### src/rtl/instr_fetch.sv
// Instruction fetch stage: owns the PC, issues ROM reads, tracks them across the ROM latency
// and queues {instr, pc} for decode. Optional macro FETCH_ALIGN_CHECK_EN traps misaligned redirects.
module instr_fetch #(
    parameter logic [31:0] RESET_PC    = 32'h0000_0000,
    parameter int          ROM_LATENCY = 1,
    parameter int          QDEPTH      = 4
) (
    input  logic        clk,
    input  logic        rst_n,
    input  logic        halt,
    input  logic        redirect,
    input  logic [31:0] branch_target,
    output logic [31:0] rom_addr,
    output logic        rom_en,
    input  logic [31:0] rom_data,
    output logic [31:0] instr,
    output logic [31:0] instr_pc,
    output logic        instr_valid,
    input  logic        instr_ready,
    output logic        fetch_fault
);
    localparam int PW = $clog2(QDEPTH);
    localparam int SW = $clog2(QDEPTH + ROM_LATENCY + 1);

    typedef enum logic [1:0] {BOOT, FETCH, HALT, FAULT} state_t;
    typedef struct packed {
        logic [31:0] instr;
        logic [31:0] pc;
    } fetch_ent_t;

    state_t                       state_q, state_d;
    logic [31:0]                  pc_q;
    logic [31:0]                  redir_pc;
    logic                         misalign;
    logic [ROM_LATENCY:1]         vld_pipe;
    logic [ROM_LATENCY:1][31:0]   pc_pipe;
    fetch_ent_t [QDEPTH-1:0]      mem;
    fetch_ent_t                   head;
    logic [PW-1:0]                wr_q, rd_q;
    logic [PW:0]                  count_q;
    logic [SW-1:0]                infl;
    logic                         credit, push, pop;

`ifdef FETCH_ALIGN_CHECK_EN
    assign misalign    = redirect && (branch_target[1:0] != 2'b00);
    assign redir_pc    = branch_target;
    assign fetch_fault = (state_q == FAULT);
`else
    logic unused_tgt_bits;
    assign unused_tgt_bits = ^branch_target[1:0];
    assign misalign    = 1'b0;
    assign redir_pc    = {branch_target[31:2], 2'b00};
    assign fetch_fault = 1'b0;
`endif

    always_ff @(posedge clk) begin
        if (!rst_n) state_q <= BOOT;
        else        state_q <= state_d;
    end

    always_comb begin
        state_d = state_q;
        case (state_q)
            BOOT:    state_d = FETCH;
            FETCH:   if (halt) state_d = HALT;
            HALT:    if (!halt) state_d = FETCH;
            FAULT:   state_d = FAULT;
            default: state_d = BOOT;
        endcase
        if (misalign) state_d = FAULT;
    end

    // Credit uses registered occupancy only; reads still in the pipe already own a FIFO slot.
    always_comb begin
        infl = '0;
        for (int i = 1; i <= ROM_LATENCY; i++) infl = infl + SW'(vld_pipe[i]);
    end

    assign credit   = (SW'(count_q) + infl) < SW'(QDEPTH);
    assign rom_en   = (state_q == FETCH) && !halt && !redirect && credit;
    assign rom_addr = pc_q;

    always_ff @(posedge clk) begin
        if (!rst_n)        pc_q <= RESET_PC;
        else if (redirect) pc_q <= redir_pc;
        else if (rom_en)   pc_q <= pc_q + 32'd4;
    end

    // A redirect kills every read in flight so late ROM data is never queued.
    always_ff @(posedge clk) begin
        if (!rst_n || redirect) begin
            vld_pipe <= '0;
            pc_pipe  <= '0;
        end else begin
            vld_pipe[1] <= rom_en;
            pc_pipe[1]  <= pc_q;
            for (int i = 2; i <= ROM_LATENCY; i++) begin
                vld_pipe[i] <= vld_pipe[i-1];
                pc_pipe[i]  <= pc_pipe[i-1];
            end
        end
    end

    assign push        = vld_pipe[ROM_LATENCY];
    assign instr_valid = (count_q != '0);
    assign pop         = instr_valid && instr_ready;

    always_ff @(posedge clk) begin
        if (!rst_n || redirect) begin
            wr_q    <= '0;
            rd_q    <= '0;
            count_q <= '0;
        end else begin
            if (push) wr_q <= wr_q + 1'b1;
            if (pop)  rd_q <= rd_q + 1'b1;
            case ({push, pop})
                2'b10:   count_q <= count_q + 1'b1;
                2'b01:   count_q <= count_q - 1'b1;
                default: ;
            endcase
        end
    end

    always_ff @(posedge clk) begin
        if (push) mem[wr_q] <= {rom_data, pc_pipe[ROM_LATENCY]};
    end

    assign head     = mem[rd_q];
    assign instr    = instr_valid ? head.instr : '0;
    assign instr_pc = instr_valid ? head.pc    : '0;
endmodule
### config.mk
export PLATFORM = sky130hd
export DESIGN_NAME = instr_fetch
export DESIGN_NICKNAME = d
export VERILOG_FILES = /design/src/rtl/instr_fetch.sv
export SDC_FILE = /design/constraint.sdc
export NUM_CORES = 1
export LEC_CHECK = 0
export ABC_CLOCK_PERIOD_IN_PS = 3100
export CAP_MARGIN = 20
export CORE_MARGIN = 8
export CORE_UTILIZATION = 30
export DETAILED_ROUTE_END_ITERATION = 8
export PLACE_DENSITY_LB_ADDON = 0.2
export SLEW_MARGIN = 20
export SYNTH_ARGS = -nofsm -noshare
export SYNTH_HDL_FRONTEND = slang
export SYNTH_SLANG_ARGS = --single-unit
### constraint.sdc
create_clock -name clk -period 3.1 [get_ports clk]
set_input_delay 0.62 -clock clk [delete_from_list [all_inputs] [get_ports clk]]
set_output_delay 0.62 -clock clk [all_outputs]
set_load 0.005 [all_outputs]
# --- Word level (Yosys, flattened, before mapping) ---
# Cells that the tools add are included.
totals:
  reg_bits: 330
  input_bits: 69
  out_inout_bits: 99
classes:
  addsub: 6
  n_lt_le_gt_ge: 4
  eq_ne: 7
  muxes: 13
  bitwise: 1
  reduce_logical: 15
op_table:
  columns: ["cell", "n"]
  rows:
  - ["$bwmux 256", 1]
  - ["$bmux 64 s2", 1]
  - ["$demux 64 s2", 1]
  - ["$mux 32", 4]
  - ["$mux 64", 2]
  - ["$add 32x3->32 const B", 1]
  - ["$pmux 2 s4", 1]
  - ["$eq 2x2->1 const B", 3]
  - ["$lt 2x3->1 const B", 2]
  - ["$pmux 3 s2", 1]
  - ["$logic_and 1x1->1", 5]
  - ["$add 2x1->2 const B", 2]
  - ["$eq 2x1->1 const B", 2]
  - ["$mux 2", 2]
  - ["$ne 2x2->1 const B", 2]
  - ["$reduce_bool 2->1", 2]
  - ["$add 3x1->3", 1]
  - ["$add 3x1->3 const B", 1]
  - ["$logic_not 1->1", 3]
  - ["$lt 3x3->1 const B", 1]
  - ["$reduce_bool 3->1", 1]
  - ["$sub 3x1->3 const B", 1]
  - ["$ge 2x1->1 const B", 1]
  - ["$logic_not 2->1", 1]
  - ["4 further kinds", 4]

# --- Depth between registers and ports, before layout ---
depth:
  word_depth: 6
  ltp_mapped: 9
  ltp_nobuf: 8

# --- Worst setup path before layout ---
# No wires, ideal clock.
synth_path:
  kind: "flip-flop to flip-flop"
  startpoint: "reg wr_q[0] (netlist name)"
  endpoint: "reg mem[130] in the netlist's numbering (enable)"
  arrival_ns: 2.003
  t_required_ns: 2.674
  path_slack_ns: 0.671
  path_stages_with_launch: 4
  path_buffers: 0
  synth_period_minus_slack_ns: 2.429
  path_cell_list: "dfxtp_1 inv_1 ha_1 and2_1"
synth_rtl:
  columns: ["element", "line_no", "source"]
  rows:
  - ["end signal, assigned by index", "125", "if (push) mem[wr_q] <= {rom_data, pc_pipe[ROM_LATENCY]};"]
  - ["end, declared", "37", "fetch_ent_t [QDEPTH-1:0] mem;"]

# --- Worst setup path in the final report ---
layout_path:
  startpoint: "reg rd_q[0]"
  endpoint: "out instr[31]"
layout_between:
  elab_chain_cells: 3
layout_lines:
  columns: ["element", "line_no", "source"]
  rows:
  - ["start, declared", "39", "logic [PW-1:0] wr_q, rd_q;"]
  - ["start signal, assigned", "115", "if (pop) rd_q <= rd_q + 1'b1;"]
  - ["$bmux 64 s2", "128", "assign head = mem[rd_q];"]
  - ["$mux 64 (not written as such)", "128", null]
  - ["$mux 32", "129", "assign instr = instr_valid ? head.instr : '0;"]
  - ["end, declared", "16", "output logic [31:0] instr,"]
# No other way between the ends. The select of a mux whose other input is x is not followed.

==> impl_results.md <==
* Overflow after GRT at 0
* DRT Pass-1 Iters at 5
* Post-layout minimum cycle time at 3.00 ns
* Io pins at 168
* Fmax at 333 MHz
* Sequential area share after synthesis at 70.6%
* Die Area at 48600 um2
* Avg Inst Size Synth at 16.2 um2
* Count leader, synth: edfxtp_1
* Sw Ratio at 20.3%
* PortBufs at 160
* Beginning of the critical path: rd_q[0]$_SDFFE_PP0P_
* Req. time, crit path at 2.48 ns
* Dpl cell area at 15000 um2
* Post-Route WL at 30600 um
* Wire per inst at 20.1 um
* Kind of critical path: register to output pin
* Vias in the first global route at 7702
* Die X at 220 um
* Crit path buffers/inverters at 2
* Reg2Reg Capture Point: count_q[2]$_SDFFE_PP0P_
* Maximum vdd drop at 0.237 mV
* Antenna Violating Nets Remaining at 0
* Unrepaired setup endpoints after global routing: yes
* # setup viols final at 0
* Total CTS buffers at 36
* Vias/cell at 4.79
* 1st-iter DRT viols at 440
* FF-to-FF path depth at 9
* Most used DFF post-synth: edfxtp_1
* CTS sink cnt at 318
* Largest net degree at the start of global routing at 63
* DR DRC count at 0
* TNS Setup at 0 ns
* PwrDens at 561 nW/um2
* Switching pwr at 1.83 mW
* R2R setup slack at 0.54 ns
* Top cells by count, synth: edfxtp_1, dfxtp_1, and2_1
* Row Count at 75
* Initial antenna violation count at 0
* Layout cell share with drive strength beyond 1 at 15.2%
* Crit path max-delay cell type: mux4_2
* GRT Util Overall at 12.7%
* First-pass GRT wire length at 46900 um
* CP Depth at 4
* Area fraction of the dominant cell type after synthesis at 59.4%
* Core Region at 41600 um2
* CTS H-tree lvls at 2
* Worst slew pin tran at 0.881 ns
* Clk pin slew, worst setup/hold paths at 0.06 ns
* Post-Synthesis Cells at 774
* Final core utilization at 38.7%
* Clock share of power at 44.3%
* Fin crit share at 96.7%
* Slew margin rel. at 40.7%
* Status: finished, final reports clean
* Initial Utilization at 30.2%
* Ys Warns at 0
* Clock Skews at 0.0182 ns
* Max Transition Viols Final at 0
* Routability Congestion at 0.800
* Crit path launch type: register
* Synthesis-stage register bit count at 318
* Max-cap viol count at 0
* Latest clock arrival within the worst-skew pair at 0.51 ns
* CP peak stage delay at 0.51 ns
* Top post-synthesis cells by area: edfxtp_1, dfxtp_1, mux4_2
* Post-synth ARST share at 0%
* Root buf cell: clkbuf_16
* Synthesized area at 12500 um2
* Register share of total power at 51.8%
* Comb power frac at 3.9%
* Delay-heaviest family, CP: buffers and inverters
* P_leak at 5.34 nW
* Leading area contributor after synthesis: edfxtp_1
* DR vias at 7278
* Final instance area at 16100 um2
* CTS max path bufs at 3
* Hold Slack at 0.478 ns
* Worst-path fanout max at 22
* CP Data Arrival Time at 2.38 ns
* CTS tree: done
* CP Capture Type: output pin
* Layout area overhead at 28.3%
* P_int at 7.19 mW
* Netlist cell types at 58
* DP HPWL at 19200 um
* Die Y at 220 um
* CP endpoint: instr[31]
* Final #Nets at 1029
* Cell Chain, Critical Path: buf_16 -> mux4_2 -> and2_1 -> clkdlybuf4s50_1
* Critical R2R Launch: count_q[2]$_SDFFE_PP0P_
* Post-synth EDFFs at 248
* Postcts setup bufs at 0
* Hold crit path type: register to register
* Final hold viol count at 0
==> cell type report <==
class / instances / area [um2]
diodes: 1 / 2.50
clock buffers: 51 / 988
clock inverters: 12 / 111
fillers: 3894 / 25500
inverters: 16 / 60.1
multi-input cells: 395 / 3450
flip-flops and latches: 318 / 8860
well taps: 539 / 674
repair buffers: 186 / 1950
==> metrics by stage <==
stage               instances  setup slack, ns  power [mW]
finish                   1518            0.101        9.03
global route             1517          -0.0173        9.36
global placement         1454            0.385        5.12
detailed placement       1454            0.396        5.12
floorplan                 778            0.671        4.88
CTS                      1517           0.0169        9.17
==> metal layers <==
metal	GRT usage [%]	wire (um)
met1	16.8	13600
met2	19.9	14000
met3	4.05	2360
met4	3.33	561
met5	0	0
==> registers in the layout, indices dropped and copies added (netlist names) <==
signal	cells
mem	248
pc_pipe	30
rom_addr	30
count_q	3
rd_q	2
state_q	2
wr_q	2
push	1
==> cell usage in the layout (no fill, tap or decap), types with 5 or more instances in the layout <==
cell,count
clkbuf_16,37
dfxtp_1,68
clkinv_1,6
inv_1,15
a21oi_1,17
a31oi_1,9
buf_4,15
buf_12,10
mux4_2,62
nor2_1,23
nand3_1,23
conb_1,5
nand2_1,44
or4_1,5
clkdlybuf4s50_1,157
nor3_1,12
edfxtp_1,248
nand4_1,16
clkbuf_1,13
ha_1,6
or3_1,7
and2_1,64
o21ai_0,9
and3_1,29
==> worst min path at each step <==
stage                           startpoint                 end  slack (ns)  cells past startpoint
floorplan           pc_pipe[10]$_SDFF_PP0_   mem[10]$_DFFE_PP_        0.44                      0
global placement     pc_pipe[3]$_SDFF_PP0_  mem[195]$_DFFE_PP_        0.46                      0
detailed placement  pc_pipe[29]$_SDFF_PP0_  mem[221]$_DFFE_PP_        0.47                      0
CTS                 pc_pipe[29]$_SDFF_PP0_  mem[221]$_DFFE_PP_        0.48                      0
global route        pc_pipe[13]$_SDFF_PP0_  mem[141]$_DFFE_PP_        0.49                      0
finish              pc_pipe[25]$_SDFF_PP0_   mem[89]$_DFFE_PP_        0.48                      0
==> cells by family (layout without fill, tap and decap cells) <==
group,Yosys count,after routing,share of synthesized area [%]
DFF,318,318,70.6
and+or+nand+nor,242,242,10.7
muxes,67,67,11.6
AOI/OAI and AO/OA,66,66,3.62
buffers and inverters,65,265,2.18
xor gates and xnor gates,8,8,0.619
adders and majority gates,7,7,0.758
other,1,6,0.0299
==> power groups by stage <==
stage	clock network, mW	logic, mW	registers, mW
2_1_floorplan	0	0.130	4.75
5_1_grt	4.29	0.385	4.68
3_5_place_dp	0	0.353	4.76
6_report	4.00	0.351	4.68
3_3_place_gp	0	0.354	4.76
4_1_cts	4.14	0.355	4.67
==> repair_timing <==
item	CTS	global route
resized for setup	1	4
cloned	0	0
hold buffers	0	0
endpoints found under the setup margin	46	5
pin swaps	0	0
Note: power is estimated with default switching activity, not from simulation.
